File: config.mk
export PLATFORM = sky130hd
export DESIGN_NAME = block_sync_multilane_fsm
export DESIGN_NICKNAME = d
export VERILOG_FILES = /design/src/rtl/block_sync_multilane_fsm.sv
export SDC_FILE = /design/constraint.sdc
export NUM_CORES = 2
export LEC_CHECK = 0
export BUFFER_PORTS_ARGS = -buffer_cell sky130_fd_sc_hd__buf_2
export CORE_UTILIZATION = 55
export DETAILED_ROUTE_END_ITERATION = 6
export PLACE_DENSITY = 0.8
export SYNTH_ARGS = -nofsm -noshare
export SYNTH_HDL_FRONTEND = slang
export SYNTH_SLANG_ARGS = --single-unit
File: constraint.sdc
create_clock -name i_clock -period 4.3 [get_ports i_clock]
set_clock_uncertainty 0.05 [all_clocks]
set_input_delay 0.43 -clock i_clock [delete_from_list [all_inputs] [get_ports i_clock]]
set_output_delay 0.43 -clock i_clock [all_outputs]
set_load 0.02 [all_outputs]
File: src/rtl/block_sync_multilane_fsm.sv
// block_sync_multilane_fsm: per-lane sync-header lock machines with slip, post-slip blanking,
// selectable index recovery on loss of lock and an aggregate all-lanes-locked flag.
module block_sync_multilane_fsm #(
  parameter int N_LANES        = 20,
  parameter int NB_CODED_BLOCK = 66,
  parameter int NB_INDEX       = $clog2(NB_CODED_BLOCK),
  parameter int MAX_WINDOW     = 1024,
  parameter int NB_WINDOW_CNT  = $clog2(MAX_WINDOW) + 1,
  parameter int NB_INVALID_CNT = $clog2(MAX_WINDOW) + 1,
  parameter int NB_SLIP_WAIT   = 4
) (
  input  logic                         i_clock,
  input  logic                         i_reset,
  input  logic                         i_enable,
  input  logic                         i_valid,
  input  logic [N_LANES-1:0]           i_signal_ok,
  input  logic [N_LANES-1:0]           i_sh_valid,
  input  logic [NB_WINDOW_CNT-1:0]     i_unlock_window,
  input  logic [NB_WINDOW_CNT-1:0]     i_lock_window,
  input  logic [NB_INVALID_CNT-1:0]    i_invalid_limit,
  input  logic [NB_SLIP_WAIT-1:0]      i_slip_wait,
  input  logic                         i_restart_mode,
  output logic [N_LANES*NB_INDEX-1:0]  o_block_index,
  output logic [N_LANES-1:0]           o_block_lock,
  output logic [N_LANES-1:0]           o_slip,
  output logic                         o_all_lock
);
  typedef enum logic [1:0] {SEARCH, SLIP_WAIT, LOCKED} state_t;
  localparam logic [NB_INDEX-1:0] IDX_MAX = NB_INDEX'(NB_CODED_BLOCK - 1);
  logic sample;
  logic [NB_WINDOW_CNT-1:0] unlock_lim, lock_lim;
  logic [NB_INVALID_CNT-1:0] inv_lim;
  assign sample     = i_enable && i_valid;
  assign unlock_lim = (i_unlock_window == '0) ? NB_WINDOW_CNT'(1) : i_unlock_window;
  assign lock_lim   = (i_lock_window == '0) ? NB_WINDOW_CNT'(1) : i_lock_window;
  assign inv_lim    = (i_invalid_limit == '0) ? NB_INVALID_CNT'(1) : i_invalid_limit;
  assign o_all_lock = &o_block_lock;
  for (genvar k = 0; k < N_LANES; k++) begin : g_lane
    state_t state_q, state_d;
    logic [NB_INDEX-1:0] idx_q, idx_d, idx_inc;
    logic [NB_WINDOW_CNT-1:0] win_q, win_d, win_inc;
    logic [NB_INVALID_CNT-1:0] inv_q, inv_d, inv_inc;
    logic [NB_SLIP_WAIT-1:0] blank_q, blank_d;
    logic lock_q, lock_d, slip_q, slip_d;
    always_comb begin
      idx_inc = (idx_q == IDX_MAX) ? '0 : idx_q + 1'b1;
      win_inc = (&win_q) ? win_q : win_q + 1'b1;
      inv_inc = (&inv_q || i_sh_valid[k]) ? inv_q : inv_q + 1'b1;
      state_d = state_q;
      idx_d   = idx_q;
      win_d   = win_q;
      inv_d   = inv_q;
      blank_d = blank_q;
      lock_d  = lock_q;
      slip_d  = 1'b0;
      if (sample) begin
        case (state_q)
          SEARCH: begin
            win_d = win_inc;
            if (!i_sh_valid[k]) begin
              idx_d   = idx_inc;
              slip_d  = 1'b1;
              win_d   = '0;
              inv_d   = '0;
              blank_d = i_slip_wait;
              state_d = (i_slip_wait == '0) ? SEARCH : SLIP_WAIT;
            end else if (win_inc >= unlock_lim) begin
              state_d = LOCKED;
              lock_d  = 1'b1;
              win_d   = '0;
              inv_d   = '0;
            end
          end
          SLIP_WAIT: begin
            blank_d = blank_q - 1'b1;
            if (blank_q < NB_SLIP_WAIT'(2)) begin
              state_d = SEARCH;
              blank_d = '0;
              win_d   = '0;
              inv_d   = '0;
            end
          end
          default: begin
            win_d = win_inc;
            inv_d = inv_inc;
            // unlock takes priority over a window rollover on the same sample
            if (inv_inc >= inv_lim) begin
              lock_d  = 1'b0;
              slip_d  = 1'b1;
              idx_d   = i_restart_mode ? idx_inc : '0;
              win_d   = '0;
              inv_d   = '0;
              blank_d = i_slip_wait;
              state_d = (i_slip_wait == '0) ? SEARCH : SLIP_WAIT;
            end else if (win_inc >= lock_lim) begin
              win_d = '0;
              inv_d = '0;
            end
          end
        endcase
      end
    end
    always_ff @(posedge i_clock) begin
      if (i_reset || !i_signal_ok[k]) begin
        state_q <= SEARCH;
        idx_q   <= '0;
        win_q   <= '0;
        inv_q   <= '0;
        blank_q <= '0;
        lock_q  <= 1'b0;
        slip_q  <= 1'b0;
      end else begin
        state_q <= state_d;
        idx_q   <= idx_d;
        win_q   <= win_d;
        inv_q   <= inv_d;
        blank_q <= blank_d;
        lock_q  <= lock_d;
        slip_q  <= slip_d;
      end
    end
    assign o_block_index[k*NB_INDEX +: NB_INDEX] = idx_q;
    assign o_block_lock[k] = lock_q;
    assign o_slip[k]       = slip_q;
  end
endmodule

---- After elaboration in Yosys (flattened, before gate mapping) ----
Index checks and enable logic that the tools add are counted.
storage, ports and cells
  register bits ........................... 740
  output and inout bits ................... 181
operators by class
  $add $sub $neg .......................... 80
  $lt $le $gt $ge ......................... 80
  eq/ne operators ......................... 140
  muxes and demuxes ....................... 684
  bitwise gates (word level) .............. 21
  reductions and logical operators ........ 306
operators by type and width
  operator                                                              count
  11-bit two-way mux                                                    223
  11-bit case mux with 2 select lines                                   40
  11-bit >= comparator                                                  60
  7-bit two-way mux                                                     80
  11-bit by 1-bit adder with 11-bit output, second input constant       40
  11-bit AND reduction                                                  40
  7-bit case mux with 2 select lines                                    20
  4-bit two-way mux                                                     60
  2-bit two-way mux                                                     80
  2-bit != test, second input constant                                  80
  4-bit case mux with 2 select lines                                    20
  4-bit AND reduction                                                   40
  7-bit by 1-bit adder with 7-bit output, second input constant         20
  7-bit == test, second input constant                                  20
  3-bit AND reduction                                                   40
  1-bit two-way mux                                                     101
  5-bit AND reduction                                                   20
  4-bit by 2-bit < comparator with 1-bit output, second input constant  20
  1-bit case mux with 2 select lines                                    40
  2-bit case mux with 2 select lines                                    20
  4-bit by 1-bit subtractor with 4-bit output, second input constant    20
  3-bit != test, second input constant                                  20
  3-bit nonzero test                                                    20
  2-bit by 1-bit == test with 1-bit output, second input constant       20
  11 further kinds                                                      167

---- Logic depth before layout (Yosys ltp) ----
  depth after elaboration ................. 6
  gate-level depth with buffers ........... 19
  mapped depth without buffers ............ 17

---- Worst setup path before layout ----
No wires, ideal clock.
  kind .................................... input to register
  start ................................... input port i_unlock_window[4]
  end ..................................... register g_lane[2].inv_q[2]
  library setup time ...................... 0.117 ns
  arrival time ............................ 3.725 ns
  setup slack ............................. 0.408 ns
  stages .................................. 15
  path buffers ............................ 4
  cell sequence ........................... clkbuf_1 -> buf_2 -> buf_2 -> nor4_1 -> a41o_1 -> ha_1 -> nand2b_1 -> a2111oi_0 -> nor3_1 -> maj3_4 -> a211oi_4 -> nor2_2 -> and3_1 -> buf_2 -> a22o_1
on the way
  cells in the longest elaborated chain, start to end .. 5
RTL lines
  what                               line  source
  start: declaration                 18    input logic [NB_WINDOW_CNT-1:0] i_unlock_window,
  11-bit zero test                   34    assign unlock_lim = (i_unlock_window == '0) ? NB_WINDOW_CNT'(1) : i_unlock_window;
  11-bit two-way mux (*)             34
  11-bit >= comparator (*)           67    end else if (win_inc >= unlock_lim) begin
  3-bit != test (no line) (*)        --
  3-bit AND reduction (no line) (*)  --
  end signal: assignment             116   inv_q <= inv_d;
  end: declaration                   42    logic [NB_INVALID_CNT-1:0] inv_q, inv_d, inv_inc;
Mark *: on every way between the ends. The rest lies on a longest branch, timed or not.
A chain may end at the register's enable or synchronous reset.

---- Worst setup path in the final report ----
  start ................................... register g_lane[5].win_q[0]
  end ..................................... register g_lane[5].inv_q[1]
on the way
  cells in the longest elaborated chain, start to end .. 6
RTL lines
  what                                                                                     line  source
  start: declaration                                                                       41    logic [NB_WINDOW_CNT-1:0] win_q, win_d, win_inc;
  start signal: assignment                                                                 115   win_q <= win_d;
  11-bit by 1-bit adder with 11-bit output / 11-bit AND reduction (equally long branches)  47    win_inc = (&win_q) ? win_q : win_q + 1'b1;
  11-bit two-way mux (*)                                                                   47
  11-bit >= comparator                                                                     95    end else if (win_inc >= lock_lim) begin
  11-bit two-way mux                                                                       95
  11-bit two-way mux                                                                       87    if (inv_inc >= inv_lim) begin
  11-bit case mux with 2 select lines                                                      57    case (state_q)
  end signal: assignment                                                                   116
  end: declaration                                                                         42
Marked as above.

==> impl_metrics.yaml <==
grt:
  grt_pass1_wl_mm: 263
  grt_max_degree: 38
  first_global_vias: 49900
  gr-total-overflow: 0
  antenna_found_initial: 14
  grtUsageTotal_pct: 31.6
yosys:
  syn_area_per_cell_sq_um: 8.04
  synth.distinct_cells: 110
  synth_edf_count: 0
  ys_ff_latch: 740
  syn_inst: 6869
  async_reset_ff_share_pct: 0
  netlist_area_sq_mm: 0.0552
  synth.net_count: 7691
  synth-warning-count: 0
  yosysSeqAreaShare_pct: 26.8
  ys.flop_type: "dfxtp_1"
power:
  p_leak_nw: 25.9
  finalPower_mw: 16.5
  power_per_cell_area_mw_per_mm2: 266
  peakVddDrop_mv: 0.293
setup_path:
  setup.worst_path.end_class: "register"
  r2r_cells: 15
  r2r_start: "g_lane[5].win_q[0]"
  critPathMaxFanout: 21
  startpoint: "g_lane[5].win_q[0]"
  worstPathArrival_ps: 4670
  crit_type: "reg -> reg"
  r2r-end: "g_lane[5].inv_q[1]"
  worstPathRequired_ps: 4860
  endpoint: "g_lane[5].inv_q[1]"
  reg2reg_slack_ps: 190
  startpoint_type: "register"
die:
  initial_utilization_pct: 55.8
  fp.coreArea_sq_mm: 0.0990
  die-height_um: 319
  die_w_um: 319
  die_area_sq_mm: 0.102
  std_cell_rows: 115
  ioPinCount: 263
cts:
  htree_num_levels: 3
  clk_path_buf_depth: 3
  clk_latency_ps: 670
  clk_pin_slew_ps: 60
  cts_tree: "done"
  clock-sinks: 740
  cts-buffers-inserted: 87
  root_buffer: "clkbuf_16"
timing:
  setup_viol: 0
  final-hold-violation-count: 0
  finalCritPeriodShare_pct: 95.6
  fin_crit_ps: 4110
  tightest_slew_ps: 1120
  slew_violations: 0
  max_freq_ghz: 0.243
  relSlewSlack_pct: 24.4
layout:
  seq_area_sq_mm: 0.0148
  area_growth_pct: 11.9
  final_core_util_pct: 62.5
  nets: 7978
  fill_cells: 8400
  final_cell_mix: "dfxtp_1 (738), ha_1 (737), nand2_1 (682), nor2_1 (603), a21oi_1 (523)"
  multi_input_area_sq_mm: 0.0387
  mostFrequentLayoutCell: "dfxtp_1"
  instances_no_fill: 8523
  drive_gt1_share_pct: 12.0
hold_path:
  holdPathStages: 3
  min-delay-start: "i_signal_ok[15]"
  hold_class: "in -> reg"
status:
  violations: "design-rule violations"
  status: "complete, but fails checks"
routing:
  drc: 12
  drt-wirelength-per-cell_um: 19.8
  vias: 54500
  ant_nets: 0
  drt-initial-drc-count: 5185
  routed_wl_mm: 169
  first_pass_iters: 7
  viasPerCell: 6.39
run:
  drv_cap: 0
place:
  dp.cells: 8346
  gp_congestion: 0.983
  port_buffers: 262
  place_hpwl_mm: 123
[metal layers]
layer	vias to the layer above	track usage (%)	wire (um)	part of all wire [%]
met3	476	5.95	16400	9.7
met1	25700	41.8	70200	42
li1	25900	-	-	-
met2	2366	50.2	75100	44
met5	-	0	86	0.051
met4	14	13.5	7120	4.2
[report_power, final]
part           internal [mW]  leakage [nW]  switching [mW]
Sequential              6.90          5.97          0.0602
Combinational          0.571          18.5            1.23
Clock                   4.58          1.45            3.11
[cells by family after synthesis]
family	synth area share [%]
adder cells (fa/ha/maj)	16.9
AND/OR/NAND/NOR	25.2
buffers and inverters	3.68
XOR/XNOR	5.94
AO/OA/AOI/OAI	20.3
multiplexers	1.15
flip-flops	26.8
[Yosys cell counts (136+ instances only)]
library cell	count	area, sq um
nor3_1	156	781
nor2_1	610	2290
nand3_1	353	1770
o21ai_0	306	1530
a211oi_1	144	1080
ha_1	740	9260
nand4_1	189	1180
dfxtp_1	740	14800
xor2_1	136	1190
inv_1	204	766
nand2_1	686	2570
clkbuf_1	176	661
a21oi_1	526	2630
xnor2_1	239	2090
[flip-flops by register name, indices dropped and copies added (netlist names)]
| name | flops |
|---|---|
| g_lane.blank_q | 80 |
| g_lane.idx_q | 140 |
| g_lane.inv_q | 220 |
| g_lane.lock_q | 20 |
| g_lane.slip_q | 20 |
| g_lane.state_q | 40 |
| g_lane.win_q | 220 |
[cell type report]
cell class / instances / share of cell area, %
flip-flops and latches: 740 / 24.0
well taps: 1287 / 2.60
diodes: 9 / 0.0364
repair buffers: 476 / 4.78
inverters: 205 / 1.24
multi-input cells: 5646 / 62.6
clock buffers: 144 / 4.44
clock inverters: 16 / 0.322
[through the flow]
step	TNS [ps]	hold WS [ps]	area, sq um	setup WS [ps]
finish	0	56.8	61800	189
global route	-21.2	56.6	61800	-16.8
CTS	0	26.8	61500	12.7
detailed placement	-574	401	58500	-94.1
global placement	0	391	58500	22.8
floorplan	0	382	55200	408
[critical path, stage by stage (launching register included)]
cell and delay [ps]:
dfxtp_1 420, ha_2 250, and4_1 280, and3_2 240, nand2_1 70, and3_1 190, xor2_1 170, ha_1 310
nand2_1 50, or2_2 300, or4_1 550, o211ai_2 230, o21ai_1 100, buf_4 210, or3b_2 470, a21oi_1 140
[worst min path at each step]
stage,end,slack (ps)
finish,g_lane[15].win_q[0],60
global route,g_lane[1].win_q[0],60
CTS,g_lane[15].win_q[0],30
detailed placement,g_lane[0].win_q[7],400
global placement,g_lane[0].win_q[7],390
floorplan,g_lane[0].win_q[7],380
[what timing repair did]
action | 4_1_cts | 5_1_grt
pin swaps | 0 | 8
hold buffers | 0 | 0
setup buffers | 0 | 8
gates resized for setup | 2 | 64
setup endpoints to repair | 10 | 190
Power figures use the tool's default switching activity.
